===== config.mk =====
export PLATFORM = sky130hd
export DESIGN_NAME = window_frame_arbiter
export DESIGN_NICKNAME = d
export VERILOG_FILES = /design/src/rtl/window_pkg.sv /design/src/rtl/round_robin_picker.sv /design/src/rtl/window_frame_arbiter.sv
export SDC_FILE = /design/constraint.sdc
export NUM_CORES = 1
export LEC_CHECK = 0
export CAP_MARGIN = 15
export CORE_MARGIN = 5
export CORE_UTILIZATION = 45
export DETAILED_ROUTE_END_ITERATION = 7
export PLACE_DENSITY_LB_ADDON = 0.25
export SKIP_CTS_REPAIR_TIMING = 1
export SLEW_MARGIN = 20
export SYNTH_ARGS = -nofsm -noshare
export SYNTH_HDL_FRONTEND = slang
export SYNTH_HIERARCHICAL = 1
export SYNTH_SLANG_ARGS = --single-unit
export TNS_END_PERCENT = 10

===== constraint.sdc =====
create_clock -name clock_i -period 2.6 [get_ports clock_i]
set_input_delay 0.39 -clock clock_i [delete_from_list [all_inputs] [get_ports clock_i]]
set_output_delay 0.39 -clock clock_i [all_outputs]
set_load 0.02 [all_outputs]

===== src/rtl/window_pkg.sv =====
// window_pkg: shared state codes, width helper and default-geometry typedefs for the frame arbiter
package window_pkg;
  localparam logic [1:0] ST_IDLE = 2'd0, ST_STREAM = 2'd1, ST_FLUSH = 2'd2;
  typedef logic [1:0] state_t;
  function automatic int cw(input int n);
    return n > 1 ? $clog2(n) : 1;
  endfunction
  localparam int NUM_SOURCES = 4;
  localparam int IN_HEIGHT = 600;
  localparam int IN_WIDTH = 800;
  typedef logic [cw(IN_HEIGHT)-1:0] row_t;
  typedef logic [cw(IN_WIDTH)-1:0] col_t;
  typedef logic [cw(NUM_SOURCES)-1:0] src_t;
endpackage


===== src/rtl/round_robin_picker.sv =====
// round_robin_picker: first requester after last_i, with wrap-around
module round_robin_picker
  import window_pkg::*;
#(
  parameter int N = 4,
  localparam int W = cw(N)
) (
  input  logic [N-1:0] req_i,
  input  logic [W-1:0] last_i,
  output logic [W-1:0] next_o,
  output logic         found_o
);
  always_comb begin
    next_o = last_i;
    found_o = 1'b0;
    for (int i = N; i >= 1; i--) begin
      if (req_i[(int'(last_i) + i) % N]) begin
        next_o = W'((int'(last_i) + i) % N);
        found_o = 1'b1;
      end
    end
  end
endmodule


===== src/rtl/window_frame_arbiter.sv =====
// window_frame_arbiter: whole-frame round-robin arbiter; optional stall flush via WINDOW_FRAME_ARBITER_FLUSH_EN
module window_frame_arbiter
  import window_pkg::*;
#(
  parameter int NumSources = NUM_SOURCES,
  parameter int InHeight = IN_HEIGHT,
  parameter int InWidth = IN_WIDTH,
  parameter int DataWidth = 8,
  parameter int FlushTimeout = 1024,
  localparam int SW = cw(NumSources),
  localparam int RW = cw(InHeight),
  localparam int CW = cw(InWidth)
) (
  input  logic                            clock_i,
  input  logic                            reset_i,
  input  logic [NumSources-1:0]           src_valid_i,
  output logic [NumSources-1:0]           src_ready_o,
  input  logic [NumSources*DataWidth-1:0] src_data_i,
  output logic                            master_valid_o,
  input  logic                            master_ready_i,
  output logic [DataWidth-1:0]            master_data_o,
  output logic [SW-1:0]                   grant_o,
  output logic                            busy_o,
  output logic                            frame_done_o,
  output logic                            flushed_o
);
  state_t state_q, state_d;
  logic [SW-1:0] grant_q, grant_d, pick;
  logic [RW-1:0] row_q, row_d;
  logic [CW-1:0] col_q, col_d;
  logic done_q, done_d, found, stream, flush, hs, col_end, frame_end;
  round_robin_picker #(.N(NumSources)) u_pick (
    .req_i(src_valid_i),
    .last_i(grant_q),
    .next_o(pick),
    .found_o(found)
  );
  assign stream = state_q == ST_STREAM;
`ifdef WINDOW_FRAME_ARBITER_FLUSH_EN
  localparam int TW = cw(FlushTimeout + 1);
  logic [TW-1:0] stall_q, stall_d;
  logic flushed_q, flushed_d;
  assign flush = state_q == ST_FLUSH;
  assign flushed_o = flushed_q;
`else
  assign flush = 1'b0;
  assign flushed_o = 1'b0;
`endif
  assign master_valid_o = stream ? src_valid_i[grant_q] : flush;
  assign master_data_o = stream ? src_data_i[grant_q*DataWidth +: DataWidth] : '0;
  assign src_ready_o = stream ? (NumSources'(master_ready_i) << grant_q) : '0;
  assign hs = master_valid_o && master_ready_i;
  assign col_end = col_q == CW'(InWidth - 1);
  assign frame_end = col_end && row_q == RW'(InHeight - 1);
  assign grant_o = grant_q;
  assign busy_o = state_q != ST_IDLE;
  assign frame_done_o = done_q;
  always_comb begin
    state_d = state_q;
    grant_d = grant_q;
    row_d = row_q;
    col_d = col_q;
    done_d = 1'b0;
    if (state_q == ST_IDLE && found) begin
      grant_d = pick;
      state_d = ST_STREAM;
    end
    if (hs) begin
      col_d = col_end ? '0 : col_q + 1'b1;
      row_d = frame_end ? '0 : col_end ? row_q + 1'b1 : row_q;
      state_d = frame_end ? ST_IDLE : state_q;
      done_d = frame_end;
    end
  end
`ifdef WINDOW_FRAME_ARBITER_FLUSH_EN
  always_comb begin
    flushed_d = hs && frame_end && flush;
    stall_d = !stream || hs ? '0 : !src_valid_i[grant_q] ? stall_q + 1'b1 : stall_q;
  end
  always_ff @(posedge clock_i or negedge reset_i) begin
    if (!reset_i) begin
      state_q <= ST_IDLE;
      stall_q <= '0;
      flushed_q <= 1'b0;
    end else begin
      state_q <= stream && stall_d == TW'(FlushTimeout) ? ST_FLUSH : state_d;
      stall_q <= stall_d == TW'(FlushTimeout) ? '0 : stall_d;
      flushed_q <= flushed_d;
    end
  end
`else
  always_ff @(posedge clock_i or negedge reset_i) begin
    if (!reset_i) state_q <= ST_IDLE;
    else state_q <= state_d;
  end
`endif
  always_ff @(posedge clock_i or negedge reset_i) begin
    if (!reset_i) begin
      grant_q <= SW'(NumSources - 1);
      row_q <= '0;
      col_q <= '0;
      done_q <= 1'b0;
    end else begin
      grant_q <= grant_d;
      row_q <= row_d;
      col_q <= col_d;
      done_q <= done_d;
    end
  end
endmodule


* Word-level counts from Yosys, hierarchy flattened
Index checks and enable logic that the tools add are counted.
Cells by class: $add $sub $neg 6, $lt $le $gt $ge 5, equal/unequal tests 4, shift-type cells 2, multiplexer cells 32, bitwise operators 4, reductions and logical operators 15
Operators with widths (count):
- 32-bit by 6-bit indexed part select with 8-bit output | 1
- 10-bit two-way mux | 3
- 10-bit by 1-bit adder with 10-bit output, second input constant | 2
- 10-bit == test, second input constant | 2
- 3-bit by 4-bit < comparator with 1-bit output, second input constant | 4
- 1-bit two-way mux | 15
- 2-bit two-way mux | 7
- 1-bit binary-select mux with 2-bit select | 5
- 8-bit two-way mux | 1
- 2-bit OR reduction | 4
- 2-bit AND reduction | 3
- 2-bit nonzero test | 3
- 2-bit by 1-bit adder with 2-bit output, second input constant | 2
- 2-bit adder, second input constant | 2
- 1-bit AND, first input constant | 4
- 4-bit two-way mux | 1
- 4-bit nonzero test | 1
- 1-bit by 2-bit << shifter with 4-bit output | 1
- 1-bit logical AND | 3
- 2-bit by 3-bit < comparator with 1-bit output, second input constant | 1
- 2-bit by 1-bit == test with 1-bit output, second input constant | 1
- 2-bit zero test | 1
- 2-bit by 1-bit inequality test with 1-bit output, second input constant | 1
Storage, ports and cells: register bits after elaboration 25, input bits 39, output and inout port bits 18, word-level logic and storage cells 73

* Longest topological paths before layout
depth after elaboration 13, gate-level depth with buffers 6, depth with buffers taken out 5

* Hierarchy
Netlist, hierarchy kept.
Modules (own cells, without submodules):
- window_frame_arbiter | instances 1, cells an instance 154, area each 1551.5 µm², seq. area each 603.1 µm²
- round_robin_picker | instances 1, cells an instance 14, area each 82.6 µm², seq. area each 0.0 µm²

* Worst setup path after synthesis
No wires, ideal clock.
path kind flip-flop to output port, from reg grant_q[0], in the netlist grant_o[0], to out master_data_o[0], arrival time 1684 ps, required time 2210 ps, path slack 526 ps, stages on the path, launching flop included 4, buffers on the path 1, cell sequence dfstp_2 buf_2 mux4_2 and2_1
Between the ends: cells in the longest elaborated chain, start to end 2
RTL lines:
- from (decl) | RTL line window_frame_arbiter.sv:28 | logic [SW-1:0] grant_q, grant_d, pick;
- from (signal assigned) | RTL line window_frame_arbiter.sv:99 | grant_q <= SW'(NumSources - 1);
- from (signal assigned) | RTL line window_frame_arbiter.sv:104 | grant_q <= grant_d;
- 32-bit by 6-bit indexed part select with 8-bit output | RTL line window_frame_arbiter.sv:50 | assign master_data_o = stream ? src_data_i[grant_q*DataWidth +: DataWidth] : '0;
- 8-bit two-way mux | RTL line window_frame_arbiter.sv:50
- to (decl) | RTL line window_frame_arbiter.sv:21 | output logic [DataWidth-1:0] master_data_o,
Every way passes these cells.

* Worst setup path after layout
from reg grant_q[0], in the netlist grant_o[0], to out master_valid_o
Between the ends: cells in the longest elaborated chain, start to end 3
RTL lines:
- 1-bit binary-select mux with 2-bit select | RTL line window_frame_arbiter.sv:49 | assign master_valid_o = stream ? src_valid_i[grant_q] : flush;
- 1-bit two-way mux (not written as such) | RTL line window_frame_arbiter.sv:49
- 1-bit two-way mux | RTL line window_frame_arbiter.sv:49
- to (decl) | RTL line window_frame_arbiter.sv:19 | output logic master_valid_o,
Every way passes these cells. The select of a mux whose other input is x is not followed.

==> flow_summary.yaml <==
grt:
  grt_usage_pct: 18.2
  grt_max_degree: 22
  antenna_found_initial: 0
  grt_pass1_vias: 1552
  grt_overflow: 0
  grt_pass1_wl_mm: 7.42
finish:
  syn_to_final_growth_pct: 40.9
  ff_latch_area_um2: 607
  fin_area_mm2: 0.00230
  antenna_cells: 0
  most-common-layout-cells: "clkdlybuf4s50_1, dfrtp_1, nand2_1"
  multi_input_area_um2: 970
  nNetsFinal: 267
  fillers: 270
  final_common_cell: "clkdlybuf4s50_1"
  drive_above_1_share_pct: 11.1
setup_path:
  cp_max_fo: 7
  reg2reg_depth: 5
  max_stage_delay_ns: 0.64
  worstSetupEndpoint: "master_valid_o"
  reg2reg_to: "col_q[5]"
  worstSetupEndpointType: "output port"
  crit_path_top_delay_cell: "dfstp_4"
  critPathLaunch: "grant_o[0]"
  path_class: "reg2out"
  startpoint_type: "flop"
  worst-path-buf-inv: 2
  crit_family: "buffers and inverters"
  worstPathArrival_ns: 2.25
  cp_data_required_time_ns: 2.21
  r2r-start: "grant_o[1]"
  worstPathCellList: "clkbuf_4 > mux2i_1 > nand2_1 > and3_1 > clkdlybuf4s50_1"
  r2r_slack_ns: 0.46
  worst-path-stages: 5
timing:
  finalHoldViolations: 0
  worst_slack_ns: -0.0430
  period_needed_ns: 2.64
  max_freq_ghz: 0.378
  rsz0062_at_grt: "yes"
  worstMarginPinSlew_ns: 0.661
  finClkSkew_ns: 0.00493
  setup_viol: 1
  maxSlewViolCount: 0
  fin_crit_sh_pct: 102
  worst_slew_margin_rel_pct: 55.8
floorplanning:
  die_w_um: 70.3
  die_h_um: 70.3
  placementRows: 21
  start_util_pct: 47.8
  fp.dieArea_mm2: 0.00494
  io_pins: 57
  core_area_mm2: 0.00342
power_and_ir_drop:
  finalPower_uw: 963
  peakVddDrop_mv: 0.323
  cellPowerDensity_mw_per_mm2: 418
  p_leak_nw: 1.01
job:
  drv_cap: 0
clock_network:
  cts_buffer_depth: 2
  cts_root_buf: "clkbuf_4"
  cts_buffers: 3
  cts_tree: "built"
  htree_num_levels: 1
  clk_pin_slew_worst_paths_ns: 0.13
  clk_latency_ns: 0.32
  cts_sinks: 24
placement:
  placed_cell_area_mm2: 0.00223
  gp_congestion: 0.947
  io_buffers: 55
  dp_hpwl_mm: 3.46
worst_hold_path:
  hp-class: "in2async"
route:
  wl_per_cell_um: 16.9
  vias: 1609
  wirelength_mm: 4.59
  drt_iter0_markers: 98
  dr.pass1.iters: 4
  routed_via_density: 5.94
  drc: 0
  drtAntennaViolNets: 0
status:
  outcome: "finished with violations"
  violations: "negative setup slack"
synthesis:
  synth_area_mm2: 0.00163
  yosysSeqAreaShare_pct: 36.9
  syn_inst: 168
  avgSynthCellArea_um2: 9.73
  ys_ff_latch: 24
  ys_types: 44
  synth_fp_nets: 209
  yosys_warnings: 6
[metrics by stage]
stage	util, %	std cells	setup slack, ns	hold WS, ns	TNS (ns)
after floorplan	-	168	0.526	0.0944	0
after global placement	65.2	264	0.214	0.477	0
after detailed placement	65.2	264	0.179	0.488	0
after CTS	65.9	268	-0.170	0.499	-1.27
after global routing	67.4	271	-0.0995	0.524	-0.0995
final	67.4	271	-0.0430	0.461	-0.0430
[power breakdown]
part	internal (mW)	leakage (nW)	total (mW)	switching, mW
combinational	0.190	0.694	0.335	0.146
clock	0.0600	0.0150	0.171	0.111
sequential	0.411	0.301	0.457	0.0454
[state kept, by name (all words and copies together), names as in the netlist]
signal,count
frame_done_o,1
state_q,1
grant_o,2
row_q,10
col_q,10
[cell families (layout without fill, tap and decap cells)]
group / count (synthesis) / after routing / share of synthesized area (%)
flip-flops: 24 / 24 / 36.9
multiplexers: 13 / 13 / 14.2
other: 1 / 1 / 0.229
adder cells (fa/ha/maj): 2 / 2 / 1.53
XOR/XNOR: 5 / 5 / 2.68
AO/OA/AOI/OAI: 36 / 36 / 15.4
buffers and inverters: 15 / 72 / 3.98
AND/OR/NAND/NOR: 72 / 72 / 25.0
[area by class of cell]
cell class | instances | share of cell area, %
Timing Repair Buffer | 61 | 26.7
Sequential cell | 24 | 26.4
Inverter | 7 | 1.14
Tap cell | 46 | 2.50
Clock buffer | 4 | 1.14
Multi-Input combinational cell | 129 | 42.1
[synthesized netlist by cell type, drive strengths merged]
master,number,area [µm²]
nor2b,2,12.5
nor2,10,37.5
a211o,3,26.3
or3,1,6.26
inv,7,26.3
o31ai,3,22.5
o22a,2,18.8
clkbuf,2,7.51
a21o,1,7.51
and4,4,35.0
and2,9,56.3
conb,1,3.75
o22ai,5,37.5
nand2,12,45.0
a31oi,2,12.5
a211oi,3,22.5
mux2i,3,30.0
o211a,1,10.0
mux4,8,180
or4,1,7.51
o21ai,8,40.0
a221o,1,10.0
a21oi,5,25.0
buf,6,31.3
nand3,11,55.1
dfrtp,22,551
nand2b,3,18.8
nand4,8,50.1
and3,6,37.5
mux2,2,22.5
nand3b,1,7.51
nor4b,1,23.8
a32o,1,10.0
dfstp,2,52.6
nor3,2,10.0
xnor2,5,43.8
a22o,1,8.76
ha,2,25.0
nor4,1,6.26
[worst min-delay path by stage]
stage,depth (start not counted),endpoint,slack (ns)
after floorplan,0,col_q[0],0.09
after global placement,2,col_q[1],0.48
after detailed placement,2,col_q[1],0.49
after CTS,1,row_q[1],0.50
after global routing,1,row_q[1],0.52
final,1,row_q[1],0.46
[layer usage]
layer / track usage (%) / up-vias / wire length [µm]
li1: - / 754 / -
met1: 24.1 / 770 / 2100
met2: 31.1 / 80 / 2110
met3: 3.30 / 5 / 335
met4: 3.83 / 0 / 40
met5: 0 / - / 0
[worst reg2reg max path, stage by stage (launching register included)]
cell	delay (ns)
dfstp_2	0.80
nand3_1	0.25
o22ai_2	0.45
buf_4	0.22
a21oi_1	0.06
mux2_2	0.26
Note: power is estimated with default switching activity, not from simulation.
